File: config.mk
export PLATFORM = sky130hd
export DESIGN_NAME = bmi_weight_solver
export DESIGN_NICKNAME = d
export VERILOG_FILES = /design/src/rtl/bmi_pkg.sv /design/src/rtl/bmi_weight_solver_serial_divider.sv /design/src/rtl/bmi_weight_solver.sv
export SDC_FILE = /design/constraint.sdc
export NUM_CORES = 1
export LEC_CHECK = 0
export BUFFER_PORTS_ARGS = -buffer_cell sky130_fd_sc_hd__clkbuf_2
export CAP_MARGIN = 20
export CORE_ASPECT_RATIO = 1.4
export CORE_MARGIN = 3
export CORE_UTILIZATION = 30
export DETAILED_ROUTE_END_ITERATION = 10
export PLACE_DENSITY_LB_ADDON = 0.12
export SYNTH_ARGS = -nofsm -noshare
export SYNTH_HDL_FRONTEND = slang
export SYNTH_HIERARCHICAL = 1
export SYNTH_SLANG_ARGS = --single-unit
File: constraint.sdc
create_clock -name clk -period 9.7 [get_ports clk]
set_input_delay 1.94 -clock clk [delete_from_list [all_inputs] [get_ports clk]]
set_output_delay 1.94 -clock clk [all_outputs]
set_load 0.03 [all_outputs]
File: src/rtl/bmi_pkg.sv
// Shared constants and state encoding for the target-weight solver.
package bmi_pkg;

    localparam int W_DEF       = 8;
    localparam int DIVISOR_DEF = 100;
    localparam int LATENCY     = 5 * W_DEF + 1;

    typedef enum logic [2:0] {
        IDLE,
        MUL_H,
        MUL_B,
        DIV,
        FIN
    } state_t;

    function automatic int latency_cycles(input int w);
        return 5 * w + 1;
    endfunction

endpackage

File: src/rtl/bmi_weight_solver_serial_divider.sv
// Serial restoring divider: 3W-bit dividend by W-bit divisor, one quotient bit per cycle, MSB first.
module serial_divider #(
    parameter int W = 8
) (
    input  logic           clk,
    input  logic           rst_n,
    input  logic           start,
    input  logic [3*W-1:0] dividend,
    input  logic [W-1:0]   divisor,
    output logic           running,
    output logic           done,
    output logic [3*W-1:0] quotient
);

    localparam int DW = $clog2(3 * W) + 1;
    localparam logic [DW-1:0] STEP_LAST = DW'(3 * W - 1);

    logic [W-1:0]   rem_reg, rem_next;
    logic [3*W-1:0] shift_reg, shift_next;
    logic [DW-1:0]  cnt_reg;
    logic           run_reg;

    logic [W-1:0]   src_rem;
    logic [3*W-1:0] src_shift;
    logic [W:0]     trial;
    logic           fits;

    // The start cycle performs the first step directly from the dividend input.
    always_comb begin
        src_rem    = start ? '0 : rem_reg;
        src_shift  = start ? dividend : shift_reg;
        trial      = {src_rem, src_shift[3*W-1]};
        fits       = (trial >= {1'b0, divisor});
        rem_next   = fits ? W'(trial[W-1:0] - divisor) : trial[W-1:0];
        shift_next = {src_shift[3*W-2:0], fits};
    end

    always_ff @(posedge clk) begin
        if (!rst_n) begin
            rem_reg   <= '0;
            shift_reg <= '0;
            cnt_reg   <= '0;
            run_reg   <= 1'b0;
        end else if (start) begin
            rem_reg   <= rem_next;
            shift_reg <= shift_next;
            cnt_reg   <= DW'(1);
            run_reg   <= 1'b1;
        end else if (run_reg) begin
            rem_reg   <= rem_next;
            shift_reg <= shift_next;
            cnt_reg   <= cnt_reg + DW'(1);
            if (cnt_reg == STEP_LAST) begin
                run_reg <= 1'b0;
            end
        end
    end

    assign running  = run_reg;
    assign done     = run_reg && (cnt_reg == STEP_LAST);
    assign quotient = shift_reg;

endmodule

File: src/rtl/bmi_weight_solver.sv
// Computes weight = bmi * height^2 / DIVISOR with serial multiplies and a serial divide.
// Define BMI_WEIGHT_ROUND_EN for round-half-up instead of truncation.
module bmi_weight_solver
    import bmi_pkg::*;
#(
    parameter int W       = W_DEF,
    parameter int DIVISOR = DIVISOR_DEF
) (
    input  logic         clk,
    input  logic         rst_n,
    input  logic         start,
    input  logic [W-1:0] height,
    input  logic [W-1:0] bmi,
    output logic         busy,
    output logic         done,
    output logic [W-1:0] weight,
    output logic         overflow
);

    localparam int CW = (W > 1) ? $clog2(W) : 1;
    localparam logic [CW-1:0]  CNT_LAST  = CW'(W - 1);
    localparam logic [W-1:0]   DIVISOR_W = W'(DIVISOR);
`ifdef BMI_WEIGHT_ROUND_EN
    localparam logic [3*W-1:0] ROUND_ADD = (3 * W)'(DIVISOR / 2);
`else
    localparam logic [3*W-1:0] ROUND_ADD = '0;
`endif

    state_t state_reg, state_next;

    logic [W-1:0]   h_reg, b_reg;
    logic [CW-1:0]  cnt_reg;
    logic [2*W-1:0] h2_reg;
    logic [3*W-1:0] prod_reg;

    logic           accept, mul_last;
    logic           div_start, div_running, div_done;
    logic [3*W-1:0] quotient;
    logic [2*W-1:0] h_term;
    logic [3*W-1:0] b_term;

    always_ff @(posedge clk) begin
        if (!rst_n) begin
            state_reg <= IDLE;
        end else begin
            state_reg <= state_next;
        end
    end

    always_comb begin
        state_next = state_reg;
        accept     = 1'b0;
        div_start  = 1'b0;
        case (state_reg)
            IDLE: begin
                if (start) begin
                    accept     = 1'b1;
                    state_next = MUL_H;
                end
            end
            MUL_H:   if (mul_last) state_next = MUL_B;
            MUL_B:   if (mul_last) state_next = DIV;
            DIV: begin
                div_start = !div_running;
                if (div_done) state_next = FIN;
            end
            FIN:     state_next = IDLE;
            default: state_next = IDLE;
        endcase
    end

    assign mul_last = (cnt_reg == CNT_LAST);
    assign h_term   = h_reg[cnt_reg] ? ({{W{1'b0}}, h_reg} << cnt_reg) : '0;
    assign b_term   = b_reg[cnt_reg] ? ({{W{1'b0}}, h2_reg} << cnt_reg) : '0;

    always_ff @(posedge clk) begin
        if (!rst_n) begin
            h_reg    <= '0;
            b_reg    <= '0;
            cnt_reg  <= '0;
            h2_reg   <= '0;
            prod_reg <= '0;
            weight   <= '0;
            overflow <= 1'b0;
            done     <= 1'b0;
        end else begin
            done <= 1'b0;
            if (accept) begin
                h_reg    <= height;
                b_reg    <= bmi;
                cnt_reg  <= '0;
                h2_reg   <= '0;
                prod_reg <= '0;
            end
            case (state_reg)
                MUL_H: begin
                    h2_reg  <= h2_reg + h_term;
                    cnt_reg <= mul_last ? '0 : cnt_reg + CW'(1);
                end
                MUL_B: begin
                    // Rounding offset rides on the final partial product, so DIV starts on time.
                    prod_reg <= prod_reg + b_term + (mul_last ? ROUND_ADD : '0);
                    cnt_reg  <= mul_last ? '0 : cnt_reg + CW'(1);
                end
                FIN: begin
                    if (|quotient[3*W-1:W]) begin
                        weight   <= '1;
                        overflow <= 1'b1;
                    end else begin
                        weight   <= quotient[W-1:0];
                        overflow <= 1'b0;
                    end
                    done <= 1'b1;
                end
                default: ;
            endcase
        end
    end

    assign busy = (state_reg != IDLE);

    serial_divider #(
        .W(W)
    ) u_divider (
        .clk      (clk),
        .rst_n    (rst_n),
        .start    (div_start),
        .dividend (prod_reg),
        .divisor  (DIVISOR_W),
        .running  (div_running),
        .done     (div_done),
        .quotient (quotient)
    );

endmodule

==> results.py <==
metrics = {
    "outcome": {
        "status": "finished, final reports clean",
    },
    "drt": {
        "wl_um": 20000,
        "postRouteAntennaNets": 0,
        "firstDrtPassIters": 4,
        "wl_per_cell_um": 15.6,
        "drc": 0,
        "via_count": 6518,
        "drtIter0Drc": 268,
        "via_per_inst": 5.11,
    },
    "synthesis": {
        "yosys_warnings": 6,
        "yosysSeqAreaShare_pct": 28.5,
        "synth_area_per_cell_um2": 8.16,
        "synth_compound_area_share_pct": 23.0,
        "synth-edff-count": 0,
        "synth-simple-area-share_pct": 21.1,
        "synth-xor-area-share_pct": 4.61,
        "synth_seq_cells": 111,
        "synth_area_leaders": "dfxtp_1 (29%), ha_1 (7.9%), mux2i_1 (6.7%)",
        "synthArstFlopShare_pct": 0,
        "synth_top_area_share_pct": 28.5,
        "yosys.cell_types.count": 81,
        "synthFlopType": "dfxtp_1",
        "synthMuxAreaShare_pct": 9.71,
        "synth_top_family_by_area": "compound AO/OA/AOI/OAI gates",
        "netlist_area_um2": 7800,
        "yosys.area.top_type": "dfxtp_1",
        "netlist_instances": 956,
        "synthAdderAreaFrac_pct": 8.63,
    },
    "pwr": {
        "netSwitchingFraction_pct": 28.8,
        "p_comb_share_pct": 8.3,
        "p_clk_share_pct": 42.6,
        "intPower_uw": 680,
        "ir_worst_vdd_mv": 0.0741,
        "leakagePower_uw": 0.00368,
        "p_per_area_nw_per_um2": 113,
        "total_power_uw": 954,
        "p_sw_uw": 275,
        "seq_power_share_pct": 49.1,
    },
    "clock_network": {
        "cts_tree": "done",
        "clockBufferDepth": 2,
        "clkSlewWorstSetupHoldPaths_ps": 90,
        "hold_buffers": 0,
        "cts-root-buf": "clkbuf_16",
        "cts_resized": 0,
        "cts_sinks": 111,
        "numCtsBuffers": 9,
        "htree_levels": 3,
        "clkLatencyLatePin_ps": 370,
        "postCtsSetupBuffers": 0,
    },
    "timing": {
        "fin_ws_ps": 5660,
        "rsz0062_at_grt": "no",
        "finalCritPeriodShare_pct": 41.6,
        "slew_headroom_pct": 35.3,
        "hold_viol_final": 0,
        "timing.setup.tns_ps": 0,
        "fmaxAchievable_mhz": 248,
        "worstMarginPinSlew_ps": 970,
        "finClkSkew_ps": 13.1,
        "setup_violations": 0,
        "period_needed_ps": 4040,
        "slew_viol_final": 0,
    },
    "final_layout": {
        "regArea_um2": 2220,
        "drive_above_1_share_pct": 9.93,
        "finalNetCount": 1023,
        "diodes": 0,
        "fillCellCount": 2706,
        "final_common_cell": "nand2_1",
        "syn2layout_area_growth_pct": 8.71,
        "final_cell_mix": "nand2_1 (138), dfxtp_1 (110), nor2_1 (74), a21oi_1 (60), mux2i_1 (52)",
        "multi_input_area_um2": 5260,
    },
    "setup_path": {
        "critPathLaunchType": "flip-flop",
        "slowest_stage": "dfxtp_2",
        "r2r_end": "prod_reg[20]",
        "critPathKind": "flip-flop to flip-flop",
        "endpoint_kind": "flip-flop",
        "required_ps": 9950,
        "r2r_start": "cnt_reg[1]",
        "critPathMaxFanout": 46,
        "max_stage_delay_ps": 980,
        "crit_chain": "mux4_2, nand2_1, and2_1, nor2_1, ha_1, a21o_1, a221oi_1, o21ai_0, a311oi_1, xor2_1, o21ai_1",
        "r2r_cells": 11,
        "worstPathArrival_ps": 4290,
        "regToRegSetupSlack_ps": 5660,
    },
    "floorplan": {
        "die_h_um": 197,
        "initial_core_util_pct": 30.6,
        "dieArea_um2": 28000,
        "row_count": 69,
        "die_x_um": 142,
        "core_area_um2": 25500,
        "ioPinCount": 30,
    },
    "global_route": {
        "grt_pass1_vias": 6603,
        "gr-total-overflow": 0,
        "grtUsageTotal_pct": 14.7,
        "grt_max_degree": 61,
        "grt_antenna_before_repair": 0,
        "grt_pass1_wl_um": 33500,
    },
    "flow_run": {
        "cap_viol_max_count": 0,
    },
    "min_path": {
        "hp-class": "flip-flop to flip-flop",
        "hold_end": "b_reg[5]",
        "hp-start": "b_reg[5]",
        "hold_depth": 2,
    },
    "place": {
        "hpwlAfterDp_um": 14900,
        "place_congestion": 0.803,
        "port_buffers": 29,
        "preCtsSetupSlack_ps": 5620,
    },
}
## cell families (layout without fill, tap and decap cells)
kind of cell               after synthesis  after routing
AOI/OAI and AO/OA                      254            254
buffers and inverters                   76             71
and+or+nand+nor                        353            353
adders and majority gates               52             52
muxes                                   67             67
xor gates and xnor gates                41             41
other                                    2              8
DFF                                    111            111
## Yosys cell counts, types with 6 or more instances
| master | instances |
|---|---|
| nor2_1 | 74 |
| o21ai_1 | 17 |
| nand3_1 | 40 |
| buf_2 | 14 |
| o211a_1 | 25 |
| nor3_1 | 17 |
| a31oi_1 | 6 |
| clkbuf_1 | 30 |
| a21o_1 | 18 |
| xnor2_1 | 13 |
| mux2i_1 | 52 |
| and3_1 | 12 |
| xor2_1 | 28 |
| buf_1 | 10 |
| mux4_2 | 6 |
| nand2_1 | 138 |
| nor2b_1 | 16 |
| a211oi_1 | 9 |
| a21boi_0 | 15 |
| ha_1 | 49 |
| mux2_2 | 9 |
| inv_1 | 16 |
| dfxtp_1 | 111 |
| and2_1 | 20 |
| a21boi_1 | 10 |
| o21ai_0 | 46 |
| a21oi_1 | 60 |
## critical path, delay by kind of cell (launching register included)
family                     cells  cell delay [ps]
AOI/OAI and AO/OA              5             1140
adders and majority gates      1              370
xor gates and xnor gates       1              180
DFF                            1              980
muxes                          1              420
and+or+nand+nor                3              830
## power groups by stage
stage	Combinational (uW)	Sequential [uW]	Clock, uW
6_report	79.0	469	406
3_3_place_gp	80.1	480	0
2_1_floorplan	64.3	474	0
4_1_cts	80.8	469	423
3_5_place_dp	80.4	480	0
5_1_grt	89.4	470	435
## layout make-up
cell class              instances  area share [%]
multi-input cells             775            62.0
flip-flops and latches        111            26.2
well taps                     319            4.71
clock buffers                   9            2.66
repair buffers                 38            2.51
clock inverters                 7            1.11
inverters                      17           0.753
## metal layers
| layer | vias to the layer above | global-route usage, % | wire length (um) |
|---|---|---|---|
| li1 | 3410 | - | - |
| met4 | 0 | 4.77 | 400 |
| met5 | - | 0 | 0 |
| met3 | 23 | 2.16 | 362 |
| met2 | 59 | 26.9 | 10300 |
| met1 | 3026 | 17.4 | 8860 |
## stage by stage
stage	instance area, um^2	cells	utilization (%)	hold slack (ps)
floorplan	7820	962	-	432
global placement	8160	1260	32.0	443
detailed placement	8160	1260	32.0	448
CTS	8480	1276	33.3	460
global route	8480	1276	33.3	481
finish	8480	1276	33.3	457
## worst max path at each step
stage	startpoint	endpoint	slack (ps)
2_1_floorplan	cnt_reg[0]	prod_reg[19]	6440
3_3_place_gp	rst_n	u_divider/rem_reg[5]	5630
3_5_place_dp	rst_n	u_divider/rem_reg[7]	5620
4_1_cts	cnt_reg[1]	prod_reg[20]	5610
5_1_grt	cnt_reg[1]	prod_reg[20]	5310
6_report	cnt_reg[1]	prod_reg[20]	5660
Note: power is estimated with default switching activity, not from simulation.
